### src/rtl/bram_dump_reader_pkg.sv
// Shared definitions for the BRAM dump reader: FSM state codes and word width.
package bram_dump_reader_pkg;

  localparam int DATA_WIDTH = 32;

  localparam logic [2:0] DUMP_IDLE = 3'd0;
  localparam logic [2:0] DUMP_ADDR = 3'd1;
  localparam logic [2:0] DUMP_CAPT = 3'd2;
  localparam logic [2:0] DUMP_SEND = 3'd3;
  localparam logic [2:0] DUMP_DONE = 3'd4;

  function automatic logic dump_active(input logic [2:0] state);
    return state != DUMP_IDLE;
  endfunction

endpackage

### src/rtl/bram_dump_reader.sv
// Debug-port read-back engine: walks a BRAM word range and streams each word,
// tagged with its byte address, over valid/ready while stalling the CPU.
module bram_dump_reader
  import bram_dump_reader_pkg::*;
#(
  parameter int ADDR_W = 12,
  parameter int DATA_W = DATA_WIDTH,
  parameter int CNT_W  = 11
) (
  input  logic              clk,
  input  logic              rst,
  input  logic              start,
  input  logic [ADDR_W-1:0] base_addr,
  input  logic [CNT_W-1:0]  word_count,
  input  logic              abort,
  output logic [ADDR_W-1:0] debug_addr,
  input  logic [DATA_W-1:0] debug_data,
  output logic              m_valid,
  input  logic              m_ready,
  output logic [DATA_W-1:0] m_data,
  output logic [ADDR_W-1:0] m_addr,
  output logic              m_last,
  output logic              busy,
  output logic              done,
  output logic              cpu_stall
);

  logic [2:0]        state_q, state_d;
  logic [ADDR_W-1:0] cur_addr_q, cur_addr_d;
  logic [CNT_W-1:0]  remaining_q, remaining_d;
  logic [ADDR_W-1:0] debug_addr_q, debug_addr_d;
  logic              m_valid_q, m_valid_d;
  logic [DATA_W-1:0] m_data_q, m_data_d;
  logic [ADDR_W-1:0] m_addr_q, m_addr_d;
  logic              m_last_q, m_last_d;
  logic              busy_q, busy_d;
  logic              done_q, done_d;
  logic [ADDR_W-1:0] base_word_s;
  logic [ADDR_W-1:0] next_addr_s;

  function automatic logic [ADDR_W-1:0] word_align(input logic [ADDR_W-1:0] addr);
    return addr & ~ADDR_W'(3);
  endfunction

  assign base_word_s = word_align(base_addr);
  assign next_addr_s = cur_addr_q + ADDR_W'(4);

  // Next-state and output-register computation; debug_addr is loaded on entry to ADDR.
  always_comb begin
    state_d      = state_q;
    cur_addr_d   = cur_addr_q;
    remaining_d  = remaining_q;
    debug_addr_d = debug_addr_q;
    m_valid_d    = m_valid_q;
    m_data_d     = m_data_q;
    m_addr_d     = m_addr_q;
    m_last_d     = m_last_q;
    done_d       = 1'b0;
    if (abort && dump_active(state_q)) begin
      state_d   = DUMP_IDLE;
      m_valid_d = 1'b0;
      m_last_d  = 1'b0;
    end else begin
      case (state_q)
        DUMP_IDLE: begin
          if (start) begin
            cur_addr_d  = base_word_s;
            remaining_d = word_count;
            if (word_count != CNT_W'(0)) begin
              debug_addr_d = base_word_s;
              state_d      = DUMP_ADDR;
            end else begin
              state_d = DUMP_DONE;
            end
          end else begin
            state_d = DUMP_IDLE;
          end
        end
        DUMP_ADDR: state_d = DUMP_CAPT;
        DUMP_CAPT: begin
          m_data_d  = debug_data;
          m_addr_d  = cur_addr_q;
          m_valid_d = 1'b1;
          m_last_d  = (remaining_q == CNT_W'(1));
          state_d   = DUMP_SEND;
        end
        DUMP_SEND: begin
          if (m_ready) begin
            m_valid_d   = 1'b0;
            m_last_d    = 1'b0;
            cur_addr_d  = next_addr_s;
            remaining_d = remaining_q - CNT_W'(1);
            if (remaining_q == CNT_W'(1)) begin
              state_d = DUMP_DONE;
            end else begin
              debug_addr_d = next_addr_s;
              state_d      = DUMP_ADDR;
            end
          end else begin
            state_d = DUMP_SEND;
          end
        end
        DUMP_DONE: begin
          done_d  = 1'b1;
          state_d = DUMP_IDLE;
        end
        default: state_d = DUMP_IDLE;
      endcase
    end
    busy_d = dump_active(state_d);
  end

  // State, counters and registered outputs with asynchronous active-low reset.
  always_ff @(posedge clk or negedge rst) begin
    if (!rst) begin
      state_q      <= DUMP_IDLE;
      cur_addr_q   <= '0;
      remaining_q  <= '0;
      debug_addr_q <= '0;
      m_valid_q    <= 1'b0;
      m_data_q     <= '0;
      m_addr_q     <= '0;
      m_last_q     <= 1'b0;
      busy_q       <= 1'b0;
      done_q       <= 1'b0;
    end else begin
      state_q      <= state_d;
      cur_addr_q   <= cur_addr_d;
      remaining_q  <= remaining_d;
      debug_addr_q <= debug_addr_d;
      m_valid_q    <= m_valid_d;
      m_data_q     <= m_data_d;
      m_addr_q     <= m_addr_d;
      m_last_q     <= m_last_d;
      busy_q       <= busy_d;
      done_q       <= done_d;
    end
  end

  assign debug_addr = debug_addr_q;
  assign m_valid    = m_valid_q;
  assign m_data     = m_data_q;
  assign m_addr     = m_addr_q;
  assign m_last     = m_last_q;
  assign busy       = busy_q;
  assign cpu_stall  = busy_q;
  assign done       = done_q;

endmodule

### config.mk
export PLATFORM = sky130hd
export DESIGN_NAME = bram_dump_reader
export DESIGN_NICKNAME = d
export VERILOG_FILES = /design/src/rtl/bram_dump_reader_pkg.sv /design/src/rtl/bram_dump_reader.sv
export SDC_FILE = /design/constraint.sdc
export NUM_CORES = 1
export LEC_CHECK = 0
export ABC_CLOCK_PERIOD_IN_PS = 3200
export BUFFER_PORTS_ARGS = -buffer_cell sky130_fd_sc_hd__buf_2
export CAP_MARGIN = 5
export CELL_PAD_IN_SITES_DETAIL_PLACEMENT = 2
export CELL_PAD_IN_SITES_GLOBAL_PLACEMENT = 2
export CORE_ASPECT_RATIO = 1.1
export CORE_MARGIN = 3
export CORE_UTILIZATION = 36
export CTS_BUF_LIST = sky130_fd_sc_hd__clkbuf_8
export CTS_CLUSTER_SIZE = 14
export DETAILED_ROUTE_END_ITERATION = 10
export PLACE_DENSITY_LB_ADDON = 0.1
export SLEW_MARGIN = 20
export SYNTH_ARGS = -nofsm -noshare
export SYNTH_HDL_FRONTEND = slang
export SYNTH_SLANG_ARGS = --single-unit
### constraint.sdc
create_clock -name clk -period 3.2 [get_ports clk]
set_input_delay 0.48 -clock clk [delete_from_list [all_inputs] [get_ports clk]]
set_output_delay 0.48 -clock clk [all_outputs]
set_load 0.01 [all_outputs]
Word level (Yosys, flattened, before mapping)
Index checks and enable logic that the tools add are counted.

word-level totals
  flip-flop bits (word level) = 86
  logic and storage cells = 58

cells by class
  eq/ne operators = 10
  bitwise gates (word level) = 1
  mux-type cells = 24
  reduce and logical (&&, ||, !) cells = 11
  $add $sub $neg = 2

operators with widths
  cell                   number
  $mux 12                6
  $pmux 12 s2            2
  $mux 11                2
  $pmux 11 s2            1
  $mux 3                 5
  $add 12x3->12 const B  1
  $pmux 3 s4             1
  $eq 11x1->1 const B    1
  $reduce_bool 11->1     1
  $sub 11x1->11 const B  1
  $reduce_bool 3->1      3
  $ne 2x2->1 const B     4
  $eq 3x2->1 const B     2
  $reduce_and 6->1       1
  $mux 1                 5
  $pmux 1 s2             2
  $reduce_and 2->1       2
  $reduce_and 4->1       1
  $eq 3x1->1 const B     1
  $eq 3x3->1 const B     1
  $logic_not 3->1        1
  $ne 3x3->1 const B     1
  $reduce_bool 2->1      1
  $logic_and 1x1->1      1
  $not 1->1              1

Logic depth before layout (Yosys ltp)
  depth in word-level cells = 6
  depth in mapped cells = 7
  gate-level depth less buffers = 6

Least setup slack after synthesis
Ideal clock, no wire load.

  path type = input -> register
  start point = in abort
  end point = reg debug_addr_q[10], in the netlist debug_addr[10]
  setup slack = 1.245 ns
  path buffers = 2
  data arrival time = 1.830 ns
  stages on the path = 6
  cell sequence = clkbuf_1 > nand4b_1 > a21o_1 > a221o_1 > buf_6 > mux2_4

between the ends
  cells in the longest elaborated chain, start to end = 3

RTL lines
  element                            line                     text
  start, declared                    bram_dump_reader.sv:15   input logic abort,
  $logic_and 1x1->1                  bram_dump_reader.sv:59   if (abort && dump_active(state_q)) begin
  $not 1->1 (no source line)         --
  $reduce_and 6->1 (no source line)  --
  end signal, assigned               bram_dump_reader.sv:130  debug_addr_q <= debug_addr_d;
  end, declared                      bram_dump_reader.sv:31   logic [ADDR_W-1:0] debug_addr_q, debug_addr_d;

No other way between the ends.
A chain may end at the register's enable or synchronous reset.

Worst setup path after layout
  start point = reg remaining_q[1]
  end point = reg debug_addr_q[2], in the netlist debug_addr[2]

between the ends
  cells in the longest elaborated chain, start to end = 3

RTL lines
  element                            line                     text
  start, declared                    bram_dump_reader.sv:30   logic [CNT_W-1:0] remaining_q, remaining_d;
  start signal, assigned             bram_dump_reader.sv:129  remaining_q <= remaining_d;
  $eq 11x1->1                        bram_dump_reader.sv:93   if (remaining_q == CNT_W'(1)) begin
  $ne 2x2->1 (no source line)        --
  $reduce_and 6->1 (no source line)  --

No other way between the ends.

==> run_results.csv <==
group,metric,value,unit
global_routing,grt.total_usage,0.190,
die,fp-row-count,39,
power,vdd_drop_max,336,uV
finish,num_antenna_cells,0,
global_routing,grt_pass1_vias,3306,
clock_network,clk_latency,0.36,ns
clock_network,clk_pin_slew,0.09,ns
setup_path,critPathMaxFanout,12,
setup_path,reg2regPathDepth,6,
power,p_int,0.00276,W
detailed_routing,first_iter_violations,63,
clock_network,h-tree-depth,3,
sta,setup_tns,0,ns
worst_hold_path,hold_class,"primary input to asynchronous set/reset pin",
clock_network,cts_tree,"built",
setup_path,cp-end-kind,"flip-flop",
clock_network,cts.path.max_buffers,2,
detailed_routing,drtAntennaViolNets,0,
detailed_routing,wl_per_cell,18.6,um
finish,multiInputGateArea,0.00165,mm^2
sta,slew_headroom,0.322,
sta,worstMarginPinSlew,1.01,ns
power,leakage,2.28,nW
power,power,0.00445,W
power,power.net_switching,0.00169,W
synth,syn_area_per_cell,12.3,um^2
finish,area_growth,23.7,%
sta,setup_viol,0,
die,pin_count,121,
global_routing,grt_pass1_wl,18000,um
power,clock_power_share,0.154,
setup_path,worst-setup-path-type,"flip-flop to flip-flop",
clock_network,clock-sinks,86,
die,die_height,115,um
place,portBuffers,118,
setup_path,required,3.44,ns
run_status,outcome,"complete, no violations",
place,dpl.hpwl,8190,um
synth,synth_edf_count,0,
sta,post-route-min-period,2.52,ns
sta,slew_viol_final,0,
synth,ys_warn_count,0,
job,drv_cap,0,
setup_path,rrSetupSlack,0.68,ns
sta,fin_skew,0.00886,ns
global_routing,grt_overflow_total,0,
synth,synth-seq-area-share,0.550,
sta,clock.fmax,397,MHz
die,core_area,0.0105,mm^2
detailed_routing,first_pass_iters,4,
setup_path,critPathLaunchType,"flip-flop",
finish,drive_above_1_share,0.464,
setup_path,arrival,2.76,ns
power,sw_frac_of_total,0.380,
die,dieArea,0.0122,mm^2
sta,rsz0062_at_grt,"false",
clock_network,cts_hold_buffers,0,
global_routing,grt_start_max_net_pins,51,
die,die_x,105,um
detailed_routing,drc,0,
power,powerDensity,920,mW/mm^2
finish,final_core_util,0.461,
synth,syn_nets,382,
synth,yosys_register_bits,86,
global_routing,antenna_found_initial,0,
setup_path,worstReg2RegEnd,"debug_addr[2]",
finish,final_nets,504,
detailed_routing,viasPerCell,5.19,
clock_network,cts_repair_resize_count,0,
detailed_routing,drt_wl_total,11000,um
clock_network,numCtsBuffers,9,
synth,yosysUniqueCellTypes,54,
synth,syn-cell-area,0.00391,mm^2
clock_network,cts_setup_buffers,0,
power,power_frac_comb,0.402,
setup_path,rr_startpoint,"remaining_q[1]",
synth,ys_dominant_reg_cell,"dfrtp_1",
synth,synthCells,319,
sta,period_share,0.786,
synth,synthArstFlopShare,1.00,
sta,hold_viol_final,0,
power,pwr-share-seq,0.444,
finish,seqCellArea,0.00215,mm^2
finish,fillers,1112,
place,gp_congestion,0.755,
die,initial_utilization,0.373,
clock_network,cts_root_buffer,"clkbuf_8",
detailed_routing,vias,3055,
## state kept, by name (all words and copies together), names as in the netlist
register     cells
busy             1
cur_addr_q      12
debug_addr      12
done             1
m_addr          12
m_data          32
m_last           1
m_valid          1
remaining_q     11
state_q          3
## worst max-delay path: stages (launching register included)
cell and delay [ns]:
dfrtp_1 0.40, inv_1 0.12, ha_1 0.16, nor4b_1 0.27, and3_1 0.34, a221o_1 0.69
mux2_2 0.41
## kinds of logic (layout without fill, tap and decap cells)
kind of cell / after synthesis / after routing / share of synthesized area
AOI/OAI and AO/OA: 66 / 66 / 0.108
adders and majority gates: 3 / 3 / 0.00959
DFF: 86 / 86 / 0.550
and+or+nand+nor: 74 / 74 / 0.107
muxes: 64 / 64 / 0.190
buffers and inverters: 23 / 150 / 0.0291
xor gates and xnor gates: 3 / 3 / 0.00672
## power by group through the flow
stage | combinational, W | clock (W) | sequential (W)
finish | 0.00179 | 0.000687 | 0.00197
global route | 0.00198 | 0.000769 | 0.00207
CTS | 0.00184 | 0.000716 | 0.00198
detailed placement | 0.00183 | 0 | 0.00200
global placement | 0.00174 | 0 | 0.00195
floorplan | 0.000994 | 0 | 0.00205
## synth_stat cells, types with 2 or more instances
cell | count | area share
mux2_2 | 51 | 0.15
nand3_1 | 5 | 0.0064
inv_1 | 5 | 0.0048
ha_1 | 3 | 0.0096
mux2_4 | 7 | 0.027
nor2b_1 | 2 | 0.0032
or3_1 | 4 | 0.0064
buf_6 | 2 | 0.0058
nand4_1 | 5 | 0.0080
nand3b_1 | 2 | 0.0038
a31oi_1 | 8 | 0.013
mux2i_1 | 3 | 0.0077
and3_1 | 2 | 0.0032
a21o_1 | 2 | 0.0038
nor3_1 | 3 | 0.0038
clkbuf_1 | 8 | 0.0077
buf_2 | 7 | 0.0090
a32oi_1 | 2 | 0.0045
nor3b_1 | 2 | 0.0038
nand2_1 | 16 | 0.015
o22ai_1 | 2 | 0.0032
a32o_1 | 2 | 0.0051
mux2_1 | 3 | 0.0086
nor2_1 | 15 | 0.014
xor2_1 | 2 | 0.0045
a221oi_1 | 2 | 0.0045
a21oi_1 | 11 | 0.014
nor4_1 | 3 | 0.0048
dfrtp_1 | 86 | 0.55
a2bb2oi_1 | 3 | 0.0067
a22oi_1 | 2 | 0.0038
o21ai_0 | 23 | 0.029
nand2b_1 | 5 | 0.0080
## layer usage
metal  routed length, um  up-vias  GRT usage  share of wire
li1                    -     1416          -              -
met1                4700     1547      0.231           0.43
met2                5660       82      0.338           0.52
met3                 508       10     0.0404          0.046
met4                 112        0     0.0577          0.010
met5                   0        -          0              0
## final cells by class
| type | count | share of cell area |
|---|---|---|
| Sequential cell | 86 | 0.445 |
| Multi-Input combinational cell | 210 | 0.340 |
| Timing Repair Buffer | 129 | 0.140 |
| Tap cell | 143 | 0.0370 |
| Clock buffer | 10 | 0.0284 |
| Clock inverter | 6 | 0.00646 |
| Inverter | 5 | 0.00388 |
## worst max-delay path by stage
stage,start,end,slack (ns),cells after the start
finish,remaining_q[1],debug_addr[2],0.68,6
global route,remaining_q[1],debug_addr[2],0.49,6
CTS,remaining_q[1],debug_addr[2],0.63,6
detailed placement,remaining_q[1],debug_addr[2],0.67,6
global placement,word_count[3],debug_addr[2],0.78,5
floorplan,abort,debug_addr[10],1.24,6
## metrics by stage
step	hold slack, ns	area, um^2	std cells	setup slack, ns
5_1_grt	0.199	4840	589	0.487
2_1_floorplan	0.184	3910	319	1.24
3_3_place_gp	0.458	4670	573	0.778
4_1_cts	0.169	4840	589	0.633
6_report	0.159	4840	589	0.684
3_5_place_dp	0.465	4670	573	0.669
## placed cells by master (no fill, tap or decap), drive strengths merged, types with 3 or more instances in the layout
cell type,n
buf,129
nand4,5
ha,3
inv,8
nor2,15
a21oi,12
nand2b,5
mux2,61
clkbuf,10
or3,4
nand3,5
a2bb2oi,3
mux2i,3
nor3,3
o21ai,23
dfrtp,86
nand2,16
nor4,5
a31oi,8
No activity file was read; power rests on OpenSTA's default activity.
